### src/rtl/valid_delay_line.sv
// valid_delay_line: delays a valid strobe plus its data word and user sideband
// by DEPTH enabled clock cycles. Supports ce stalling and a synchronous flush.
// Optional occupancy counter (inflight/busy) is built when the macro
// VALID_DELAY_LINE_CNT_EN is defined.
module valid_delay_line #(
    parameter int unsigned DEPTH  = 4,
    parameter int unsigned DATA_W = 8,
    parameter int unsigned USER_W = 2
) (
    input  logic              clk,
    input  logic              rst,
    input  logic              ce,
    input  logic              flush,
    input  logic              in_valid,
    input  logic [DATA_W-1:0] in_data,
    input  logic [USER_W-1:0] in_user,
    output logic              out_valid,
    output logic [DATA_W-1:0] out_data,
    output logic [USER_W-1:0] out_user
`ifdef VALID_DELAY_LINE_CNT_EN
    ,
    output logic [$clog2(DEPTH+1)-1:0] inflight,
    output logic                       busy
`endif
);

    localparam int unsigned CNT_W = $clog2(DEPTH + 1);

    logic              valid_q [DEPTH];
    logic              valid_d [DEPTH];
    logic [DATA_W-1:0] data_q  [DEPTH];
    logic [DATA_W-1:0] data_d  [DEPTH];
    logic [USER_W-1:0] user_q  [DEPTH];
    logic [USER_W-1:0] user_d  [DEPTH];

    // Next-state of the stage chain: flush kills valids, ce shifts everything.
    always_comb begin
        for (int unsigned k = 0; k < DEPTH; k++) begin
            valid_d[k] = valid_q[k];
            data_d[k]  = data_q[k];
            user_d[k]  = user_q[k];
        end
        if (flush) begin
            for (int unsigned k = 0; k < DEPTH; k++) begin
                valid_d[k] = 1'b0;
            end
        end else if (ce) begin
            valid_d[0] = in_valid;
            data_d[0]  = in_data;
            user_d[0]  = in_user;
            for (int unsigned k = 1; k < DEPTH; k++) begin
                valid_d[k] = valid_q[k-1];
                data_d[k]  = data_q[k-1];
                user_d[k]  = user_q[k-1];
            end
        end
    end

    // Stage registers; reset empties the line and clears the payload.
    always_ff @(posedge clk or negedge rst) begin
        if (!rst) begin
            for (int unsigned k = 0; k < DEPTH; k++) begin
                valid_q[k] <= 1'b0;
                data_q[k]  <= '0;
                user_q[k]  <= '0;
            end
        end else begin
            for (int unsigned k = 0; k < DEPTH; k++) begin
                valid_q[k] <= valid_d[k];
                data_q[k]  <= data_d[k];
                user_q[k]  <= user_d[k];
            end
        end
    end

    assign out_valid = valid_q[DEPTH-1];
    assign out_data  = data_q[DEPTH-1];
    assign out_user  = user_q[DEPTH-1];

`ifdef VALID_DELAY_LINE_CNT_EN
    logic [CNT_W-1:0] inflight_q;
    logic [CNT_W-1:0] inflight_d;

    // Occupancy: one in, one out per enabled cycle; flush empties the line.
    always_comb begin
        inflight_d = inflight_q;
        if (flush) begin
            inflight_d = '0;
        end else if (ce) begin
            inflight_d = inflight_q + CNT_W'(in_valid) - CNT_W'(valid_q[DEPTH-1]);
        end
    end

    // Occupancy register.
    always_ff @(posedge clk or negedge rst) begin
        if (!rst) begin
            inflight_q <= '0;
        end else begin
            inflight_q <= inflight_d;
        end
    end

    assign inflight = inflight_q;
    assign busy     = (inflight_q != '0);
`endif

endmodule
### config.mk
export PLATFORM = sky130hd
export DESIGN_NAME = valid_delay_line
export DESIGN_NICKNAME = d
export VERILOG_FILES = /design/src/rtl/valid_delay_line.sv
export SDC_FILE = /design/constraint.sdc
export NUM_CORES = 1
export LEC_CHECK = 0
export ABC_AREA = 1
export BUFFER_PORTS_ARGS = -buffer_cell sky130_fd_sc_hd__buf_2
export CAP_MARGIN = 20
export CORE_AREA = 2 2 72 74
export CTS_CLUSTER_SIZE = 30
export DETAILED_ROUTE_END_ITERATION = 8
export DIE_AREA = 0 0 74 76
export SETUP_SLACK_MARGIN = 0.1
export SYNTH_ARGS = -nofsm -noshare
export SYNTH_HDL_FRONTEND = slang
export SYNTH_SLANG_ARGS = --single-unit
### constraint.sdc
create_clock -name clk -period 0.8 [get_ports clk]
set_clock_uncertainty 0.05 [all_clocks]
set_input_delay 0.16 -clock clk [delete_from_list [all_inputs] [get_ports clk]]
set_output_delay 0.16 -clock clk [all_outputs]
set_load 0.05 [all_outputs]
; Yosys cells after proc, flatten, opt, wreduce, memory -nomap -nowiden
; Index checks and enable logic that the tools add are counted.
[op_classes]
n_mux = 2
reduce_logical = 2
bitwise = 1
[ops]
columns = op, count
row1 = $mux W4, 2
row2 = $reduce_and A2 Y1, 1
row3 = $reduce_bool A2 Y1, 1
row4 = $not A1 Y1, 1
[word_totals]
reg_bits = 44

; Longest topological paths before layout
[logic_depth]
word_depth = 2
depth_mapped = 5
depth_no_buf = 4

; Least setup slack after synthesis
; No wires, ideal clock.
[synth_timing]
path_kind = register to register
from = register, netlist name out_valid
to = register valid_q (netlist bit out_valid)
path_slack_ps = -82
t_arrival_ps = 713
required_ps = 631
period_less_slack_ps = 882
setup_ps = 119
path_stages_with_launch = 3
path_cell_list = dfrtp_1 nand2_1 nand2_1
[synth_rtl]
columns = item, line_no
row1 = end signal: indexed assignment, 69  ; valid_q[k] <= valid_d[k];
row2 = end: declaration, 29  ; logic valid_q [DEPTH];

; Worst setup path in the final report
[layout_timing]
from = register data_q (netlist bit out_data[5])
to = output out_data[5]
[layout_rtl]
columns = item, line_no
row1 = start: declaration, 31  ; logic [DATA_W-1:0] data_q [DEPTH];
row2 = start signal: indexed assignment, 70  ; data_q[k] <= data_d[k];
row3 = end: declaration, 18  ; output logic [DATA_W-1:0] out_data,
; No word-level cell between the ends.

==> impl_metrics.yaml <==
global_routing:
  gr-total-overflow: 0
  grt_max_degree: 45
  antenna_found_initial: 0
  use_met2_pct: 19.20
  grtUsageTotal_pct: 12.99
  grtUsageMet3_pct: 3.968
  grt_use_met1_pct: 17.85
  grt_pass1_vias: 1279
  gr-max-usage-layer: "met2"
  grt_pass1_wl_um: 5761
power_and_ir_drop:
  clockPowerShare_pct: 25.3
  p_leak_uw: 0.001240
  netSwitchingFraction_pct: 30.63
  intPower_uw: 3877
  comb_power_share_pct: 24.9
  p_switching_uw: 1712
  p_seq_share_pct: 49.8
  ir_worst_vdd_uv: 942.9
  power_density_nw_per_um2: 2370
floorplan:
  dieArea_um2: 5624
  rows: 26
  start_util_pct: 38.72
  die_w_um: 74
  die_h_um: 76
  io-pin-count: 26
  core_um2: 4912
yosys:
  syn_inst: 202
  ys.flop_type: "dfrtp_1"
  synthDistinctLibCells: 10
  synth_largest_area_cell: "dfrtp_1"
  synth-edff-count: 0
  synth-seq-cells: 44
  synth_nets: 217
  synth_most_common_cell: "nand2_1"
  netlist_area_um2: 1902
  ys_top_cells_by_count: "nand2_1 (78), dfrtp_1 (44), nand3_1 (44)"
  synth_area_leaders: "dfrtp_1 (58%), nand2_1 (15%), nand3_1 (12%)"
  ys_seq_area_share_pct: 57.89
  yosys_warnings: 0
  post_synth.cell_area_avg_um2: 9.415
  synth_top_area_share_pct: 57.89
  synth-async-reset-ratio_pct: 100.0
placed_design:
  hpwl_um: 1885
  io_buffers: 25
  gp_congestion: 0.6709
  placed_cell_area_um2: 2038
  preCtsSetupSlack_ns: -0.1424
sta:
  fin_crit_ns: 1.073
  setup_viol: 12
  slew_violations: 0
  relSlewSlack_pct: 80.66
  grt_setup_unrepaired: "true"
  worst_pin_slew_ns: 0.2893
  post-route-period-util_pct: 134.1
  hold_viol_final: 0
  max_freq_ghz: 0.9324
  fin_setup_tns_ns: -2.965
  fin_ws_ns: -0.2725
cts:
  clk_latency_ns: 0.29
  clock-root-buffer: "clkbuf_8"
  cts.sinks: 44
  clkTransAtPathRegs_ns: 0.08
  cts_buffers: 5
  htreeDepth: 2
  cts_tree: "yes"
  cts_buffer_depth: 2
setup_path:
  ff2ff_setup_slack_ns: -0.08
  slowest_stage: "dfrtp_1"
  timing.critical_path.from: "out_data[5]"
  critical-path-top-delay-family: "flip-flops"
  cp.arrival_ns: 0.86
  cpPeakStageDelay_ns: 0.41
  cp_num_cells: 1
  crit_fanout: 2
  crit_end: "out_data[5]"
  end_kind: "output port"
  critical_path_buf_inv_count: 1
  r2r_end: "out_data[6]"
  worstPathCellList: "buf_6"
  worstReg2RegStart: "out_data[6]"
  cp_data_required_time_ns: 0.59
  start_kind: "flip-flop"
  crit_type: "reg -> out"
  r2r_cells: 4
routing:
  vias_per_cell: 4.482
  wl_um: 3403
  first_iter_violations: 86
  wl_per_cell_um: 11.38
  antenna_left: 0
  vias: 1340
  drt_first_pass_iters: 4
  drc: 0
cells_and_area:
  fillerInstances: 483
  syn2layout_area_growth_pct: 24.01
  layout.nets: 243
  regArea_um2: 1102
  multi_input_area_um2: 646.9
  design_area_um2: 2359
  drive_gt1_share_pct: 31.88
  n_antenna_cell: 0
run:
  max-cap-violations: 0
status:
  failed_checks: "negative setup slack"
  status: "complete, but fails checks"
min_path:
  hold_path_class: "in -> reg"
[power by group through the flow]
stage                     Clock, µW  Combinational [µW]  Sequential, µW
after CTS                      1440                1310            2770
final                          1410                1390            2780
after floorplan                   0                1010            2770
after detailed placement          0                1090            2790
after global routing           1530                1520            2830
after global placement            0                1070            2780
[stage by stage]
stage	hold slack, ns	utilization (%)	std cells	power [µW]
global placement	0.1024	41.49	283	3853
detailed placement	0.1058	41.49	283	3875
CTS	0.03939	45.98	297	5520
floorplan	-0.1856	-	202	3786
finish	0.04415	48.01	299	5589
global route	0.04818	48.01	299	5880
[timing repair]
| item | in CTS | in global routing |
|---|---|---|
| hold buffers | 1 | 0 |
| pin swaps | 6 | 31 |
| gates resized for setup | 26 | 18 |
| setup endpoints to repair | 15 | 46 |
| hold endpoints to repair | 44 | 0 |
| gates cloned | 0 | 1 |
| buffers inserted | 6 | 3 |
[per-layer routing]
metal	up-vias	part of all wire [%]
li1	681	-
met1	623	49
met2	32	44
met3	4	4.5
met4	0	1.6
met5	-	0
[how the worst min path moves through the flow]
stage / startpoint / endpoint / slack, ns / depth (start not counted)
after global placement: rst / out_user[1] / 0.10 / 2
after CTS: in_user[1] / user_q[7] / 0.04 / 3
after detailed placement: rst / user_q[5] / 0.11 / 2
after floorplan: rst / data_q[10] / -0.19 / 0
final: in_user[1] / user_q[7] / 0.04 / 3
after global routing: in_data[1] / data_q[25] / 0.05 / 3
[registers in the layout (all words and copies together), names as in the netlist]
signal	count
valid_q	3
data_q	24
out_user	2
out_valid	1
out_data	8
user_q	6
[layout by cell type (no fill, tap or decap)]
cell / netlist / routed
nand2_1: 78 / 71
dfrtp_1: 44 / 43
nand3_1: 44 / 38
buf_6: 4 / 20
nand2_2: 10 / 17
buf_2: 0 / 14
nand3_2: 0 / 6
clkbuf_8: 0 / 6
buf_12: 0 / 4
clkbuf_1: 0 / 2
buf_4: 18 / 2
inv_4: 1 / 1
nand2_8: 1 / 1
nor2_1: 1 / 1
clkbuf_16: 0 / 1
dlygate4sd3_1: 0 / 1
dfrtp_2: 0 / 1
[final cells by class]
class | count | share of cell area [%]
Timing Repair Buffer | 42 | 18.04
Sequential cell | 44 | 46.74
Tap cell | 70 | 3.714
Multi-Input combinational cell | 134 | 27.43
Clock buffer | 8 | 3.820
Inverter | 1 | 0.2653
[logic make-up (layout without fill, tap and decap cells)]
family / count (synthesis) / count (layout) / share of synthesized area, %
buffers and inverters: 24 / 51 / 10.59
flip-flops: 44 / 44 / 57.89
AND/OR/NAND/NOR: 134 / 134 / 31.51
No activity file was read; power rests on OpenSTA's default activity.
